`config.mk`:
```
export PLATFORM = sky130hd
export DESIGN_NAME = ps2_teclado_ctrl
export DESIGN_NICKNAME = d
export VERILOG_FILES = /design/src/rtl/ps2_teclado_ctrl.sv
export SDC_FILE = /design/constraint.sdc
export NUM_CORES = 1
export LEC_CHECK = 0
export BUFFER_PORTS_ARGS = -buffer_cell sky130_fd_sc_hd__buf_2
export CORE_MARGIN = 5
export CORE_UTILIZATION = 58
export CTS_BUF_LIST = sky130_fd_sc_hd__clkbuf_8 sky130_fd_sc_hd__clkbuf_16
export DETAILED_ROUTE_END_ITERATION = 6
export GPL_ROUTABILITY_DRIVEN = 0
export PLACE_DENSITY = 0.76
export REMOVE_ABC_BUFFERS = 1
export SYNTH_ARGS = -nofsm -noshare
export SYNTH_HDL_FRONTEND = slang
export SYNTH_SLANG_ARGS = --single-unit
```
`constraint.sdc`:
```
create_clock -name clk -period 4.78 [get_ports clk]
set_input_delay 1.434 -clock clk [delete_from_list [all_inputs] [get_ports clk]]
set_output_delay 1.434 -clock clk [all_outputs]
set_load 0.01 [all_outputs]
```
`src/rtl/ps2_teclado_ctrl.sv`:
```
// Host-side PS/2 keyboard controller: reset/BAT initialisation, LED updates,
// host-to-device framing on the open-drain lines, and gating of the rx stream.
module ps2_teclado_ctrl #(
  parameter int INHIBIT_CYCLES = 5000,
  parameter int BIT_TIMEOUT    = 100000,
  parameter int ACK_TIMEOUT    = 1000000,
  parameter int BAT_TIMEOUT    = 50000000,
  parameter int MAX_RETRY      = 3
) (
  input  logic       clk,
  input  logic       reset_n,
  input  logic       ps2_clk_in,
  input  logic       ps2_data_in,
  output logic       ps2_clk_oe,
  output logic       ps2_data_oe,
  input  logic [7:0] rx_code,
  input  logic       rx_valid,
  input  logic       led_req,
  input  logic [2:0] led_val,
  output logic       led_busy,
  output logic       init_done,
  output logic       rx_gate,
  output logic       error
);

  localparam int TX_MAX  = (INHIBIT_CYCLES > BIT_TIMEOUT) ? INHIBIT_CYCLES : BIT_TIMEOUT;
  localparam int TW      = $clog2(TX_MAX + 1);
  localparam int RSP_MAX = (ACK_TIMEOUT > BAT_TIMEOUT) ? ACK_TIMEOUT : BAT_TIMEOUT;
  localparam int RW      = $clog2(RSP_MAX + 1);
  localparam int CW      = $clog2(MAX_RETRY + 1);

  typedef enum logic [3:0] {
    S_INIT_TX, S_INIT_ACK, S_WAIT_BAT, S_READY,
    S_LED_CMD, S_LED_ACK1, S_LED_DATA, S_LED_ACK2, S_ERROR
  } state_t;

  typedef enum logic [2:0] {
    TX_IDLE, TX_INHIBIT, TX_REQ, TX_SHIFT, TX_ACKBIT
  } tx_state_t;

  logic [1:0] clk_sync_reg, data_sync_reg;
  logic       clk_prev_reg;
  logic       clk_fall;

  always_ff @(posedge clk or negedge reset_n) begin
    if (!reset_n) begin
      clk_sync_reg  <= 2'b11;
      data_sync_reg <= 2'b11;
      clk_prev_reg  <= 1'b1;
    end else begin
      clk_sync_reg  <= {clk_sync_reg[0], ps2_clk_in};
      data_sync_reg <= {data_sync_reg[0], ps2_data_in};
      clk_prev_reg  <= clk_sync_reg[1];
    end
  end

  assign clk_fall = clk_prev_reg & ~clk_sync_reg[1];

  state_t          state_reg, state_next;
  logic [CW-1:0]   retry_reg, retry_next;
  logic            busy_reg, busy_next;
  logic [2:0]      led_reg, led_next;
  logic [RW-1:0]   rsp_cnt_reg, rsp_cnt_next;

  tx_state_t       tx_state_reg, tx_state_next;
  logic [TW-1:0]   tx_cnt_reg, tx_cnt_next;
  logic [3:0]      edge_cnt_reg, edge_cnt_next;
  logic [8:0]      shift_reg, shift_next;
  logic            data_oe_reg, data_oe_next;
  logic            tx_ok, tx_fail, tx_go;
  logic [7:0]      tx_byte;

  assign tx_go = (state_reg == S_INIT_TX) || (state_reg == S_LED_CMD) || (state_reg == S_LED_DATA);

  always_comb begin
    tx_byte = 8'hFF;
    if (state_reg == S_LED_CMD)  tx_byte = 8'hED;
    if (state_reg == S_LED_DATA) tx_byte = {5'b0, led_reg};
  end

  always_ff @(posedge clk or negedge reset_n) begin
    if (!reset_n) begin
      tx_state_reg <= TX_IDLE;
      tx_cnt_reg   <= '0;
      edge_cnt_reg <= '0;
      shift_reg    <= '0;
      data_oe_reg  <= 1'b0;
    end else begin
      tx_state_reg <= tx_state_next;
      tx_cnt_reg   <= tx_cnt_next;
      edge_cnt_reg <= edge_cnt_next;
      shift_reg    <= shift_next;
      data_oe_reg  <= data_oe_next;
    end
  end

  always_comb begin
    tx_state_next = tx_state_reg;
    tx_cnt_next   = tx_cnt_reg;
    edge_cnt_next = edge_cnt_reg;
    shift_next    = shift_reg;
    data_oe_next  = data_oe_reg;
    tx_ok         = 1'b0;
    tx_fail       = 1'b0;
    case (tx_state_reg)
      TX_IDLE: begin
        data_oe_next = 1'b0;
        if (tx_go) begin
          tx_state_next = TX_INHIBIT;
          tx_cnt_next   = '0;
          shift_next    = {~^tx_byte, tx_byte};
        end
      end
      TX_INHIBIT: begin
        if (tx_cnt_reg >= TW'(INHIBIT_CYCLES - 1)) begin
          tx_state_next = TX_REQ;
          tx_cnt_next   = '0;
          data_oe_next  = 1'b1;
        end else begin
          tx_cnt_next = tx_cnt_reg + 1'b1;
        end
      end
      TX_REQ, TX_SHIFT, TX_ACKBIT: begin
        if (clk_fall) begin
          tx_cnt_next = '0;
          if (tx_state_reg == TX_REQ) begin
            data_oe_next  = ~shift_reg[0];
            shift_next    = shift_reg >> 1;
            edge_cnt_next = 4'd1;
            tx_state_next = TX_SHIFT;
          end else if (tx_state_reg == TX_SHIFT) begin
            edge_cnt_next = edge_cnt_reg + 4'd1;
            // Edge 10 releases data as the stop bit; the device then owns it.
            if (edge_cnt_reg == 4'd9) begin
              data_oe_next  = 1'b0;
              tx_state_next = TX_ACKBIT;
            end else begin
              data_oe_next = ~shift_reg[0];
              shift_next   = shift_reg >> 1;
            end
          end else begin
            data_oe_next  = 1'b0;
            tx_state_next = TX_IDLE;
            tx_ok         = ~data_sync_reg[1];
            tx_fail       = data_sync_reg[1];
          end
        end else if (tx_cnt_reg >= TW'(BIT_TIMEOUT - 1)) begin
          data_oe_next  = 1'b0;
          tx_state_next = TX_IDLE;
          tx_fail       = 1'b1;
        end else begin
          tx_cnt_next = tx_cnt_reg + 1'b1;
        end
      end
      default: tx_state_next = TX_IDLE;
    endcase
  end

  always_ff @(posedge clk or negedge reset_n) begin
    if (!reset_n) begin
      state_reg   <= S_INIT_TX;
      retry_reg   <= '0;
      busy_reg    <= 1'b0;
      led_reg     <= '0;
      rsp_cnt_reg <= '0;
    end else begin
      state_reg   <= state_next;
      retry_reg   <= retry_next;
      busy_reg    <= busy_next;
      led_reg     <= led_next;
      rsp_cnt_reg <= rsp_cnt_next;
    end
  end

  logic init_phase, can_retry, ack_to, bat_to, rsp_fail;

  assign init_phase = (state_reg == S_INIT_TX) || (state_reg == S_INIT_ACK) || (state_reg == S_WAIT_BAT);
  assign can_retry  = retry_reg < CW'(MAX_RETRY - 1);
  assign ack_to     = rsp_cnt_reg >= RW'(ACK_TIMEOUT - 1);
  assign bat_to     = rsp_cnt_reg >= RW'(BAT_TIMEOUT - 1);
  assign rsp_fail   = (rx_valid && rx_code == 8'hFE) || ack_to;

  always_comb begin
    state_next   = state_reg;
    retry_next   = retry_reg;
    busy_next    = busy_reg;
    led_next     = led_reg;
    rsp_cnt_next = (rsp_cnt_reg == '1) ? rsp_cnt_reg : rsp_cnt_reg + 1'b1;
    if (init_phase && led_req) busy_next = 1'b1;
    case (state_reg)
      S_INIT_TX, S_LED_CMD, S_LED_DATA: begin
        if (tx_ok) begin
          state_next = (state_reg == S_INIT_TX) ? S_INIT_ACK :
                       (state_reg == S_LED_CMD) ? S_LED_ACK1 : S_LED_ACK2;
        end else if (tx_fail) begin
          if (can_retry) retry_next = retry_reg + 1'b1;
          else           state_next = S_ERROR;
        end
      end
      S_INIT_ACK, S_LED_ACK1, S_LED_ACK2: begin
        if (rx_valid && rx_code == 8'hFA) begin
          retry_next = '0;
          state_next = (state_reg == S_INIT_ACK) ? S_WAIT_BAT :
                       (state_reg == S_LED_ACK1) ? S_LED_DATA : S_READY;
          if (state_reg == S_LED_ACK2) busy_next = 1'b0;
        end else if (rsp_fail) begin
          if (can_retry) begin
            retry_next = retry_reg + 1'b1;
            state_next = (state_reg == S_INIT_ACK) ? S_INIT_TX :
                         (state_reg == S_LED_ACK1) ? S_LED_CMD : S_LED_DATA;
          end else begin
            state_next = S_ERROR;
          end
        end
      end
      S_WAIT_BAT: begin
        if (rx_valid && rx_code == 8'hAA)                 state_next = S_READY;
        else if ((rx_valid && rx_code == 8'hFC) || bat_to) state_next = S_ERROR;
      end
      S_READY: begin
        // A request left pending during init is taken on the first READY cycle.
        if (busy_reg || led_req) begin
          led_next   = led_val;
          busy_next  = 1'b1;
          state_next = S_LED_CMD;
        end
      end
      default: begin
        state_next = S_ERROR;
        busy_next  = 1'b0;
      end
    endcase
    if (state_next != state_reg) rsp_cnt_next = '0;
  end

  assign ps2_clk_oe  = (tx_state_reg == TX_INHIBIT);
  assign ps2_data_oe = data_oe_reg;
  assign led_busy    = busy_reg | (led_req & init_phase);
  assign init_done   = (state_reg == S_READY) || (state_reg == S_LED_CMD) || (state_reg == S_LED_ACK1) ||
                       (state_reg == S_LED_DATA) || (state_reg == S_LED_ACK2);
  assign rx_gate     = (state_reg == S_READY) && !busy_reg;
  assign error       = (state_reg == S_ERROR);

endmodule

```
== Yosys cells after proc, flatten, opt, wreduce, memory -nomap -nowiden ==
Index checks and enable logic that the tools add are counted.

* Add/sub/neg operators: 4
* $lt $le $gt $ge: 5
* Eq/ne operators: 31
* Multiplexer cells: 68
* Bitwise logic cells: 6
* Reductions and logical operators: 36

{| class="wikitable"
|+ Operators with widths
! operator !! number
|-
| $mux W17 || 4
|-
| $mux W26 || 2
|-
| $pmux W17 S3 || 1
|-
| $mux W9 || 5
|-
| $mux W4 || 11
|-
| $mux W3 || 11
|-
| $eq A8 B8 Y1 const B || 4
|-
| $add A26 B1 Y26 const B || 1
|-
| $eq A26 B26 Y1 const B || 1
|-
| $ge A26 B20 Y1 const B || 1
|-
| $ge A26 B26 Y1 const B || 1
|-
| $mux W1 || 19
|-
| $pmux W9 S2 || 1
|-
| $add A17 B1 Y17 const B || 1
|-
| $ge A17 B13 Y1 const B || 1
|-
| $ge A17 B17 Y1 const B || 1
|-
| $eq A4 B3 Y1 const B || 4
|-
| $pmux W4 S4 || 1
|-
| $ne A3 B3 Y1 const B || 5
|-
| $mux W2 || 7
|-
| $logic_or A1 B1 Y1 || 11
|-
| $pmux W3 S3 || 1
|-
| $reduce_and A3 Y1 || 3
|-
| $reduce_or A3 Y1 || 3
|-
| 31 further kinds || 50
|}

* Flip-flop bits (word level): 75
* Input port bits: 17
* Output and inout port bits: 6
* Logic and storage cells: 163

== Depth between registers and ports, before layout ==
* Word-level depth: 10
* Gate-level depth with buffers: 10

== Least setup slack after synthesis ==
No wires, ideal clock.

* Kind: in2reg
* Start: input rx_code[0]
* End: register rsp_cnt_reg[10]
* Library setup time: 87 ps
* Data arrival time: 3092 ps
* Data required time: 4693 ps
* Slack: 1602 ps
* Cell stages on the path: 8
* Cell sequence: nand4b_1 -> nor3b_1 -> nor3_1 -> and3_1 -> nor3_1 -> o211ai_4 -> buf_6 -> a211oi_2

* Word-level cells in the longest chain between the ends: 8

{| class="wikitable"
|+ RTL lines
! item !! RTL line !! text
|-
| start, declared || 16 || <nowiki>input logic [7:0] rx_code,</nowiki>
|-
| $eq A8 B8 Y1, on equally long branches || 218, 181 ||
|-
| $logic_and A1 B1 Y1, on equally long branches || 218, 181 ||
|-
| $logic_or A1 B1 Y1, on equally long branches || 218, 181 ||
|-
| $mux W4, on equally long branches || 218, 206 ||
|-
| $mux W4, on equally long branches || 217, 201 ||
|-
| $pmux W4 S4 (*) || 190 || <nowiki>case (state_reg)</nowiki>
|-
| $ne A4 B4 Y1 (*) || 233 || <nowiki>if (state_next != state_reg) rsp_cnt_next = '0;</nowiki>
|-
| $ne A2 B1 Y1 (no line) / $mux W26 (equally long branches) || - ||
|-
| end signal, assigned || 171 || <nowiki>rsp_cnt_reg <= rsp_cnt_next;</nowiki>
|-
| end, declared || 63 || <nowiki>logic [RW-1:0] rsp_cnt_reg, rsp_cnt_next;</nowiki>
|}

Every way passes the cells marked *; elsewhere a longest branch is shown, timed or not.
A chain may end at the register's enable or synchronous reset.

== Worst setup path in the final report ==
* Start: input rx_code[0]
* End: register rsp_cnt_reg[13]

Same word-level chain as after synthesis.

==> metrics <==
sequential-to-total area share from yosys stat 0.401; Hold Startpoint clk_sync_reg[1]$_DFF_PN1_; Initial Util 0.602; initial DRC count approximately 250; internal power 939 uW; first-pass GRT wire length between 15000 and 20000 microns; critical path's slowest cell nor3b_1; Critical Path Start rx_code[0]; worst-margin pin slew 0.977 ns; largest net degree at the start of global routing 76; CTS buffer count 9; RR Endpoint rsp_cnt_reg[1]$_DFFE_PN0P_; CTS tree done; Final Setup Violations 0; Hold WC Path Type flip-flop to flip-flop; CTS Root Cell clkbuf_8; critical-path maximum fanout 14; data required time of the critical path 5.01 ns; Worst Path Buf+Inv 2; via/cell ratio ~6.3; dominant synthesized flop cell dfrtp_1; GRT Residual Overflow 0; # rows 32; combinational share of power 0.079; cell family with most CP delay simple AND/OR/NAND/NOR gates; FILL cells 651; switching part of the total 0.293; routed vias ~4000; Nets 544; Tmin final 3.48 ns; Fin Setup TNS 0 ns; Ys Warns 0; Ant. Diodes 0; die width 100 microns; Hold EP clk_prev_reg$_DFF_PN1_; Routed wire per std cell ~17 microns; final worst setup slack 1.30 ns; placed cells 613; initial antenna violation count 0; CTS max path bufs 2; final period utilization 0.729; Max Cap Violations 0; Clock Skew 0.0148 ns; max-slew violation count 0; Max IR drop VDD 0.156 mV; die area 10000 sq um; DR pass1 iterations 6; layout cell share with drive strength beyond 1 0.173; max FFs per register 26; post-CTS setup buffer count 0; EDFF count, synth 0; Post-Syn Area per Cell slightly above 9 sq um; largest stage delay on the critical path roughly 0.5 ns; Hold Fails Final Rpt 0; Lkg Pwr 0.00204 uW; Max Clk Rate 287 MHz; worst path cell trace buf_2 -> nand4b_1 -> nor3b_1 -> nor3_1 -> and3_1 -> o21a_1 -> o211ai_4 -> buf_4 -> a211oi_2; area delta synth->final 6.41%; Cells after Synth about 510; non-filler instance count after layout ~630; status completed; Async SR Flop Fraction 1.00; clk sinks 75; Post-Syn Area about 4700 sq um; RSZ-0062 raised after global routing no; Yosys reg bits 75; worst hold path depth 0; Clock Pin Slew Worst Setup and Hold Paths 0.09 ns; Residual DRC 0; number of global-route vias before repair 3843; worst r2r src rsp_cnt_reg[0]$_DFFE_PN0P_; startpoint types primary input; CP Capture Type flip-flop; Core Area 7810 sq um; R2R cell count 8; Die Height around 100 microns; worst path arrival time between 3 and 4 ns; cts repair resizes 0; drt total wl 10500 microns; DP Worst Slack 0.966 ns; HPWL Detailed 7310 microns; Flop pwr share 0.544; relative slew slack 0.348; Setup CP Type primary input to flip-flop; Tot Pwr 1330 uW; Clk pwr share 0.377; IO Pins 23; reg2reg setup slack 1.85 ns; Psw 389 uW; GR Util All Layers 0.217; power density over the cells 265 nW/um^2; port bufs 22; Netlist cell types 69; H-tree lvl count 3; worst skew pair latency 0.36 ns; # hold bufs at CTS 0; remaining antenna violation count 0
-- cells in the final DEF (no fill, tap or decap), drive strengths merged, types with 5 or more instances in the layout --
| cell | n |
|---|---|
| dfrtp | 70 |
| nand2 | 53 |
| nor2 | 43 |
| o21ai | 40 |
| a211oi | 28 |
| nand3 | 26 |
| buf | 25 |
| inv | 22 |
| a21oi | 19 |
| nand4 | 18 |
| nor3 | 17 |
| xnor2 | 15 |
| xor2 | 11 |
| nand2b | 9 |
| clkbuf | 9 |
| nor4 | 9 |
| or3 | 8 |
| a31oi | 8 |
| a21o | 6 |
| nor2b | 6 |
| and2 | 5 |
| and4 | 5 |
| and3 | 5 |
| mux2i | 5 |
| a22o | 5 |
| ha | 5 |
| dfstp | 5 |
| o21a | 5 |
-- cell usage after synthesis, types with 6 or more instances --
cell      count  area [sq um]
nand4_1      18           113
nand2b_1      9          56.3
or3_1         8          50.1
nor4_1        8          50.1
nor3_1       16          80.1
xor2_1       11          96.3
nor2_1       42           158
a31oi_1       8          50.1
nand3_1      26           130
o21ai_0      38           190
nand2_1      51           191
nor2b_1       6          37.5
dfrtp_1      70          1750
a211oi_2     22           275
a21oi_1      19          95.1
a211oi_1      6          45.0
a21o_1        6          45.0
xnor2_1      15           131
clkbuf_1     11          41.3
inv_1        16          60.1
-- metal layers --
layer / up-vias / wire (microns) / global-route usage
met5: - / 0 / 0
li1: 1911 / - / -
met3: 21 / 469 / 0.0389
met4: 0 / 191 / 0.0746
met2: 116 / 4980 / 0.354
met1: 1924 / 4840 / 0.293
-- power groups by stage --
stage	registers (uW)	logic [uW]	clock network, uW
floorplan	723	70.5	0
global placement	730	98.3	0
detailed placement	733	106	0
CTS	721	107	505
global route	728	122	542
finish	722	105	501
-- how the worst max path moves through the flow --
| stage | slack [ns] | cells after the start | endpoint |
|---|---|---|---|
| after floorplan | 0.75 | 6 | rsp_cnt_reg[1]$_DFFE_PN0P_ |
| after global placement | 1.05 | 9 | rsp_cnt_reg[15]$_DFFE_PN0P_ |
| after detailed placement | 0.97 | 9 | rsp_cnt_reg[13]$_DFFE_PN0P_ |
| after CTS | 1.33 | 9 | rsp_cnt_reg[13]$_DFFE_PN0P_ |
| after global routing | 1.19 | 9 | rsp_cnt_reg[9]$_DFFE_PN0P_ |
| final | 1.30 | 9 | rsp_cnt_reg[13]$_DFFE_PN0P_ |
-- final cells by class --
cell class / instances / area, sq um / area share
tap: 102 / 128 / 0.0255
sequential: 75 / 1880 / 0.376
multi-input combinational: 395 / 2600 / 0.520
timing repair buffer: 25 / 135 / 0.0270
clock buffer: 9 / 124 / 0.0248
clock inverter: 7 / 73.8 / 0.0148
inverter: 16 / 60.1 / 0.0120
-- through the flow --
step,hold slack (ns),cell area (sq um),utilization
after detailed placement,0.365,4800,0.615
final,0.377,5000,0.641
after global routing,0.383,5000,0.641
after global placement,0.361,4800,0.615
after floorplan,0.345,4530,-
after CTS,0.378,5000,0.641
-- logic make-up after synthesis --
kind of cell | synth area share
AO/OA/AOI/OAI | 0.223
XOR/XNOR | 0.0484
flip-flops | 0.401
multiplexers | 0.0178
AND/OR/NAND/NOR | 0.249
adder cells (fa/ha/maj) | 0.0133
buffers and inverters | 0.0484
(Power assumes the default switching activity.)
